**src/rtl/fp32_max_min_tracker.sv**
```systemverilog
// Per-frame running max/min tracker for an FP32 stream, with NaN accounting
// and a saturating element count, presented on a registered output handshake.
module fp32_max_min_tracker #(
    parameter int DATA_WIDTH = 32,
    parameter int CNT_WIDTH  = 16
) (
    input  logic                  clk,
    input  logic                  rst,
    input  logic                  in_valid,
    output logic                  in_ready,
    input  logic [DATA_WIDTH-1:0] in_data,
    input  logic                  in_last,
    output logic                  out_valid,
    input  logic                  out_ready,
    output logic [DATA_WIDTH-1:0] out_max,
    output logic [DATA_WIDTH-1:0] out_min,
    output logic [CNT_WIDTH-1:0]  out_count,
    output logic                  out_nan_seen,
    output logic                  out_all_nan
);

    typedef enum logic [1:0] {
        IDLE  = 2'd0,
        ACCUM = 2'd1,
        HOLD  = 2'd2
    } state_t;

    localparam logic [DATA_WIDTH-1:0] CANON_NAN = 32'h7FC0_0000;

    state_t                  state_q, state_d;
    logic [DATA_WIDTH-1:0]   max_q, max_d;
    logic [DATA_WIDTH-1:0]   min_q, min_d;
    logic [CNT_WIDTH-1:0]    cnt_q, cnt_d;
    logic                    nan_q, nan_d;
    logic                    have_num_q, have_num_d;

    logic                    out_valid_q, out_valid_d;
    logic [DATA_WIDTH-1:0]   out_max_q, out_max_d;
    logic [DATA_WIDTH-1:0]   out_min_q, out_min_d;
    logic [CNT_WIDTH-1:0]    out_count_q, out_count_d;
    logic                    out_nan_seen_q, out_nan_seen_d;
    logic                    out_all_nan_q, out_all_nan_d;

    logic                    in_xfer;
    logic                    is_nan;
    logic                    frame_start;
    logic [CNT_WIDTH-1:0]    base_cnt;
    logic                    base_nan;
    logic                    base_have;
    logic [DATA_WIDTH-1:0]   new_key, max_key, min_key;
    logic [DATA_WIDTH-1:0]   nxt_max, nxt_min;
    logic [CNT_WIDTH-1:0]    nxt_cnt;
    logic                    nxt_nan, nxt_have;

    // Both zero encodings share one key so +0/-0 tie and the first one seen is kept.
    function automatic logic [DATA_WIDTH-1:0] order_key(input logic [DATA_WIDTH-1:0] w);
        if (w[DATA_WIDTH-2:0] == '0)
            return {1'b1, {(DATA_WIDTH-1){1'b0}}};
        else if (!w[DATA_WIDTH-1])
            return {1'b1, w[DATA_WIDTH-2:0]};
        else
            return ~w;
    endfunction

    assign in_ready = !rst && (state_q != HOLD);
    assign in_xfer  = in_valid && in_ready;
    assign is_nan   = (in_data[30:23] == 8'hFF) && (in_data[22:0] != '0);

    always_comb begin
        frame_start = (state_q == IDLE);
        base_cnt    = frame_start ? '0 : cnt_q;
        base_nan    = frame_start ? 1'b0 : nan_q;
        base_have   = frame_start ? 1'b0 : have_num_q;

        new_key = order_key(in_data);
        max_key = order_key(max_q);
        min_key = order_key(min_q);

        nxt_max = max_q;
        nxt_min = min_q;
        if (!is_nan) begin
            if (!base_have) begin
                nxt_max = in_data;
                nxt_min = in_data;
            end else begin
                if (new_key > max_key) nxt_max = in_data;
                if (new_key < min_key) nxt_min = in_data;
            end
        end
        nxt_cnt  = (base_cnt == '1) ? base_cnt : base_cnt + 1'b1;
        nxt_nan  = base_nan | is_nan;
        nxt_have = base_have | !is_nan;
    end

    always_comb begin
        state_d        = state_q;
        max_d          = max_q;
        min_d          = min_q;
        cnt_d          = cnt_q;
        nan_d          = nan_q;
        have_num_d     = have_num_q;
        out_valid_d    = out_valid_q;
        out_max_d      = out_max_q;
        out_min_d      = out_min_q;
        out_count_d    = out_count_q;
        out_nan_seen_d = out_nan_seen_q;
        out_all_nan_d  = out_all_nan_q;

        case (state_q)
            IDLE, ACCUM: begin
                if (in_xfer) begin
                    max_d      = nxt_max;
                    min_d      = nxt_min;
                    cnt_d      = nxt_cnt;
                    nan_d      = nxt_nan;
                    have_num_d = nxt_have;
                    if (in_last) begin
                        state_d        = HOLD;
                        out_valid_d    = 1'b1;
                        out_max_d      = nxt_have ? nxt_max : CANON_NAN;
                        out_min_d      = nxt_have ? nxt_min : CANON_NAN;
                        out_count_d    = nxt_cnt;
                        out_nan_seen_d = nxt_nan;
                        out_all_nan_d  = !nxt_have;
                    end else begin
                        state_d = ACCUM;
                    end
                end
            end
            HOLD: begin
                if (out_ready) begin
                    state_d     = IDLE;
                    out_valid_d = 1'b0;
                end
            end
            default: state_d = IDLE;
        endcase
    end

    always_ff @(posedge clk) begin
        if (rst) begin
            state_q        <= IDLE;
            max_q          <= '0;
            min_q          <= '0;
            cnt_q          <= '0;
            nan_q          <= 1'b0;
            have_num_q     <= 1'b0;
            out_valid_q    <= 1'b0;
            out_max_q      <= '0;
            out_min_q      <= '0;
            out_count_q    <= '0;
            out_nan_seen_q <= 1'b0;
            out_all_nan_q  <= 1'b0;
        end else begin
            state_q        <= state_d;
            max_q          <= max_d;
            min_q          <= min_d;
            cnt_q          <= cnt_d;
            nan_q          <= nan_d;
            have_num_q     <= have_num_d;
            out_valid_q    <= out_valid_d;
            out_max_q      <= out_max_d;
            out_min_q      <= out_min_d;
            out_count_q    <= out_count_d;
            out_nan_seen_q <= out_nan_seen_d;
            out_all_nan_q  <= out_all_nan_d;
        end
    end

    assign out_valid    = out_valid_q;
    assign out_max      = out_max_q;
    assign out_min      = out_min_q;
    assign out_count    = out_count_q;
    assign out_nan_seen = out_nan_seen_q;
    assign out_all_nan  = out_all_nan_q;

endmodule

```
**config.mk**
```make
export PLATFORM = sky130hd
export DESIGN_NAME = fp32_max_min_tracker
export DESIGN_NICKNAME = d
export VERILOG_FILES = /design/src/rtl/fp32_max_min_tracker.sv
export SDC_FILE = /design/constraint.sdc
export NUM_CORES = 1
export LEC_CHECK = 0
export CAP_MARGIN = 10
export CORE_MARGIN = 2
export CORE_UTILIZATION = 45
export DETAILED_ROUTE_END_ITERATION = 8
export GPL_TIMING_DRIVEN = 1
export HOLD_SLACK_MARGIN = 0.08
export PLACE_DENSITY = 0.78
export SYNTH_ARGS = -nofsm -noshare
export SYNTH_HDL_FRONTEND = slang
export SYNTH_SLANG_ARGS = --single-unit
```
**constraint.sdc**
```tcl
create_clock -name clk -period 5.52 [get_ports clk]
set_clock_uncertainty 0.2 [all_clocks]
set_input_delay 1.104 -clock clk [delete_from_list [all_inputs] [get_ports clk]]
set_output_delay 1.104 -clock clk [all_outputs]
set_load 0.03 [all_outputs]
```
* Yosys cells after proc, flatten, opt, wreduce, memory -nomap -nowiden *
Index checks and enable logic that the tools add are counted.

operators by class
  multiplexer cells = 26
  magnitude comparators = 2
  add/subtract/negate cells = 1
  bitwise logic cells = 5
  equal/unequal tests = 8
  shift-type cells = 0
  divide/modulo/power cells = 0
  $mul = 0
  reductions and logical operators = 17

operators by type and width
  kind                     count
  $mux W32                 14
  $not A32 Y32             3
  $logic_not A31 Y1        3
  $gt A32 B32 Y1           1
  $lt A32 B32 Y1           1
  $mux W16                 2
  $reduce_bool A23 Y1      1
  $add A16 B1 Y16 const B  1
  $eq A16 B16 Y1 const B   1
  $eq A8 B8 Y1 const B     1
  $ne A2 B2 Y1 const B     4
  $mux W2                  3
  $mux W1                  5
  $pmux W2 S2              1
  $reduce_and A2 Y1        2
  $reduce_and A4 Y1        1
  $logic_and A1 B1 Y1      3
  $logic_not A1 Y1         3
  $reduce_and A3 Y1        1
  $eq A2 B1 Y1 const B     1
  $eq A2 B2 Y1 const B     1
  $logic_not A2 Y1         1
  $or A1 B1 Y1             2
  $pmux W1 S2              1
  other kinds (2)          2

word-level totals
  bits in registers = 167
  logic and storage cells = 71
  memory bits (writable) = 0
  ROM bits = 0
  output and inout bits = 84
  memories = 0
  bits in latches = 0

* Logic depth before layout (Yosys ltp) *
Gate-level depths: netlist of run 1.

  word-level depth = 8
  mapped depth = 16
  depth with buffers taken out = 13

* Worst setup path after synthesis of run 1 *
No wires, ideal clock.

  path type = input-to-reg
  from = input in_data[17]
  to = register max_q[0]
  data required time = 5199 ps
  path slack = 377 ps
  arrival = 4823 ps
  stages on the path = 15
  path through = nor4_1 -> nand4_1 -> nor2_1 -> clkbuf_1 -> buf_1 -> nor2_1 -> ha_1 -> nand3_1 -> or3_1 -> or4_1 -> a2bb2oi_2 -> o21ai_2 -> nor2_2 -> buf_6 -> mux2_2

on the way
  cells in the longest elaborated chain, start to end = 7
  elaborated cells between the ends (all ways) = 10

ends and longest elaborated chain
  element                                                 line  text
  start, declared                                         11    input logic [DATA_WIDTH-1:0] in_data,
  branches (longest 6 deep; another with $gt A32 B32 Y1)  -
  $mux W32 *                                              81    if (!is_nan) begin
  end signal, assigned                                    156   max_q <= max_d;
  end, declared                                           31    logic [DATA_WIDTH-1:0] max_q, max_d;

Mark *: on every way between the ends.
A chain may end at the register's enable or synchronous reset.

* Worst setup path in the final report of run 1 *
  from = input in_data[11]
  to = register out_max_q[21] (netlist: out_max[21])

on the way
  cells in the longest elaborated chain, start to end = 8
  elaborated cells between the ends (all ways) = 13

ends and longest elaborated chain
  element                                                 line  text
  branches (longest 7 deep; another with $gt A32 B32 Y1)  -
  $mux W32 *                                              120   out_max_d = nxt_have ? nxt_max : CANON_NAN;
  end signal, assigned                                    162   out_max_q <= out_max_d;
  end, declared                                           38    logic [DATA_WIDTH-1:0] out_max_q, out_max_d;

Marks and branches as above.

==> impl_metrics.yaml, run 1 <==
grt:
  overflow: 0
  grt_max_degree: 94
  grt_pass1_vias: 8531
  grt_pass1_wl_um: 44800
  antenna_found_initial: 1
  grt_usage_pct: 23.6
critical_path:
  crit_fanout: 10
  crit_cells: 18
  ff2ff_path_depth: 15
  endpoint: "out_max[21]"
  path_buf_inv: 5
  required_ns: 5.63
  critPathMostFrequentCell: "buf_4"
  cp_slowest_cell: "or4_1"
  cp_cell_sequence: "clkdlybuf4s50_1 -> nor4_1 -> buf_4 -> nand4_1 -> nor2_1 -> buf_4 -> nor2_1 -> ha_1 -> nand3_1 -> or3_1 -> or4_1 -> or2_1 -> a2bb2oi_2 -> o211ai_4 -> buf_4 -> mux2i_2 -> buf_4 -> o21ai_1"
  rrSetupSlack_ns: 0.80
  end_kind: "flip-flop"
  crit_path_start_kind: "input port"
  slowest_delay_ns: 0.60
  timing.rr.start: "min_q[23]"
  crit_start: "in_data[11]"
  r2r-end: "min_q[26]"
  worstSetupPathType: "input port to flip-flop"
  critical_path.top_delay_family: "simple AND/OR/NAND/NOR gates"
  worstPathArrival_ns: 5.40
sta:
  setup_viol: 0
  hold_violations: 0
  slew_viol_final: 0
  grt_setup_unrepaired: "false"
  clock.fmax_mhz: 189
  tightest_slew_ns: 1.08
  slew-limit-headroom_pct: 27.8
  finalSetupTns_ns: 0
  setup_slack_ns: 0.236
  timing.final.crit_share_pct: 95.7
  fin_crit_ns: 5.28
pwr:
  swShare_pct: 30.8
  clockPowerShare_pct: 36.7
  intPower_mw: 2.45
  total_power_mw: 3.54
  p_per_area_nw_per_um2: 281
  vdd_ir_drop_max_mv: 0.162
  seqPwrFrac_pct: 38.2
  power_frac_comb_pct: 25.1
  p_leak_nw: 5.18
  p_sw_mw: 1.09
routing:
  detail-route-antenna-nets: 0
  initialDrtViolationCount: 546
  wire_per_inst_um: 17.3
  drt_wl_total_um: 27500
  first_pass_iters: 7
  remaining_drc_errors: 0
  vias: 8670
  via_per_inst: 5.46
cts:
  cts_buffers: 17
  cts_sinks: 167
  cts_tree: "done"
  cts-root-buf: "clkbuf_16"
  clk_pin_slew_ns: 0.07
  clk_path_buf_depth: 2
  postCtsHoldBufs: 0
  clk_latency_ns: 0.44
  htreeDepth: 4
finish:
  finalNonFillerCells: 1587
  fillers: 1847
  postLayoutCellArea_um2: 12600
  area_growth_pct: 27.1
  layout.area.seq_um2: 3340
  num_antenna_cells: 0
  nets: 1393
  multi_input_area_um2: 6230
  drive_gt1_share_pct: 15.1
synth:
  synth_edf_count: 0
  synth_compound_area_share_pct: 12.9
  syn_nets: 1229
  synth_cell_types: 59
  syn-cell-area_um2: 9910
  synthAdderAreaFrac_pct: 7.94
  synthMuxAreaShare_pct: 12.8
  synth_cells: 1130
  syn_avg_cell_area_um2: 8.77
  synth-async-reset-ratio_pct: 0
  yosys.area_share.simple_pct: 19.3
  yosys.area_share.xor_xnor_pct: 9.55
  yosys_most_used_dff: "dfxtp_1"
  synth_top_family_by_area: "simple AND/OR/NAND/NOR gates"
  yosysWarnings: 0
  synth-seq-cells: 167
  ys_seq_area_share_pct: 33.8
place:
  hpwl_um: 20100
  dp_cells: 1555
  gp_congestion: 0.933
  dp_slack_ns: -0.316
  io_buffers: 120
  place_area_um2: 11900
outcome:
  outcome: "completed"
die:
  die_w_um: 152
  die_y_um: 152
  boundaryPins: 121
  start_util_pct: 45.7
  dieArea_um2: 23200
  rows: 54
  core_area_um2: 21700
run:
  drv_cap: 0
worst_hold_path:
  min_path_type: "flip-flop to flip-flop"
==> Yosys cell counts (11+ instances only) <==
master | n | area, um^2
ha_1 | 62 | 776
nor2b_1 | 63 | 394
xor2_1 | 71 | 622
mux2_1 | 23 | 259
nand2_1 | 141 | 529
clkbuf_1 | 52 | 195
mux2_2 | 39 | 439
a21o_1 | 11 | 82.6
a21oi_1 | 35 | 175
nor4_1 | 22 | 138
nand3_1 | 26 | 130
a211oi_1 | 12 | 90.1
xnor2_1 | 37 | 324
mux2i_1 | 57 | 571
o21ai_1 | 19 | 95.1
nor2_1 | 84 | 315
dfxtp_1 | 167 | 3340
nand4_1 | 23 | 144
o21ai_0 | 72 | 360
==> power groups by stage <==
stage | logic (mW) | registers, mW | clock network [mW]
final | 0.887 | 1.35 | 1.30
after CTS | 0.882 | 1.35 | 1.32
after detailed placement | 0.873 | 1.38 | 0
after floorplan | 0.510 | 1.41 | 0
after global routing | 0.975 | 1.36 | 1.36
after global placement | 0.858 | 1.37 | 0
==> cells by family after synthesis <==
kind of cell,Yosys count
compound gates,196
xor+xnor,108
fa+ha+maj,63
buf+inv,79
flops,167
mux,119
simple gates,398
==> timing repair <==
action,4_1_cts,5_1_grt
resized for setup,0,5
buffers inserted,0,0
setup endpoints to repair,0,79
==> registers in the layout, summed over array words and instances (netlist names) <==
name          cells
have_num_q        1
out_nan_seen      1
out_max          32
nan_q             1
out_valid         1
out_count        16
state_q           2
min_q            32
out_all_nan       1
cnt_q            16
out_min          32
max_q            32
==> layout by cell type, fill, tap and decap left out, types with 11 or more instances in the layout <==
cell	instances
clkdlybuf4s50_1	118
o21ai_0	71
nor4_1	20
mux2i_1	56
xnor2_1	37
xor2_1	71
o21ai_1	19
a21o_1	11
mux2_1	23
nand2_1	141
dfxtp_1	167
ha_1	62
clkbuf_16	17
buf_4	89
a211oi_1	12
mux2_2	39
nor2_1	83
nor2b_1	63
nand4_1	23
nand3_1	26
a21oi_1	35
==> worst register-to-register path, delay by kind of cell (launching register included) <==
kind	cells	cell delay (ns)
multiplexers	1	0.36
flip-flops	1	0.35
AO/OA/AOI/OAI	4	0.95
buffers and inverters	2	0.45
adder cells (fa/ha/maj)	1	0.25
AND/OR/NAND/NOR	7	2.06
==> per-layer routing <==
metal / global-route usage (%) / up-vias / share of wire, %
met4: 7.08 / 0 / 1.8
met1: 31.4 / 4146 / 46
met2: 39.4 / 195 / 47
met5: 0 / - / 0
li1: - / 4291 / -
met3: 3.95 / 38 / 4.5
==> through the flow <==
stage / hold slack (ns) / util (%)
floorplan: 0.224 / -
global placement: 0.234 / 55.0
detailed placement: 0.242 / 55.0
CTS: 0.252 / 57.9
global route: 0.276 / 58.0
finish: 0.248 / 58.0
==> worst min-delay path by stage <==
stage                     depth (start not counted)  slack [ns]     endpoint   startpoint
after floorplan                                   2        0.22        nan_q        nan_q
after detailed placement                          2        0.24   out_max[7]   out_max[7]
after global routing                              2        0.28   out_max[7]   out_max[7]
after CTS                                         2        0.25   out_max[7]   out_max[7]
final                                             2        0.25   out_max[7]   out_max[7]
after global placement                            2        0.23  out_max[21]  out_max[21]
==> layout make-up <==
cell class | count | share of cell area, %
timing repair buffer | 216 | 15.9
tap | 280 | 2.78
clock buffer | 19 | 3.60
inverter | 8 | 0.239
clock inverter | 13 | 1.46
multi-input combinational | 884 | 49.5
sequential | 167 | 26.6
No activity file was read; power rests on OpenSTA's default activity.
==> inputs of run 2 (changes only) <==
--- a/config.mk
+++ b/config.mk
@@ -8,6 +8,7 @@
 export CAP_MARGIN = 10
 export CORE_MARGIN = 2
 export CORE_UTILIZATION = 45
+export CTS_CLUSTER_SIZE = 40
 export DETAILED_ROUTE_END_ITERATION = 8
 export GPL_TIMING_DRIVEN = 1
 export HOLD_SLACK_MARGIN = 0.08
==> results of run 2 <==
The final DEF is identical to that of run 1; final timing and power are the same.
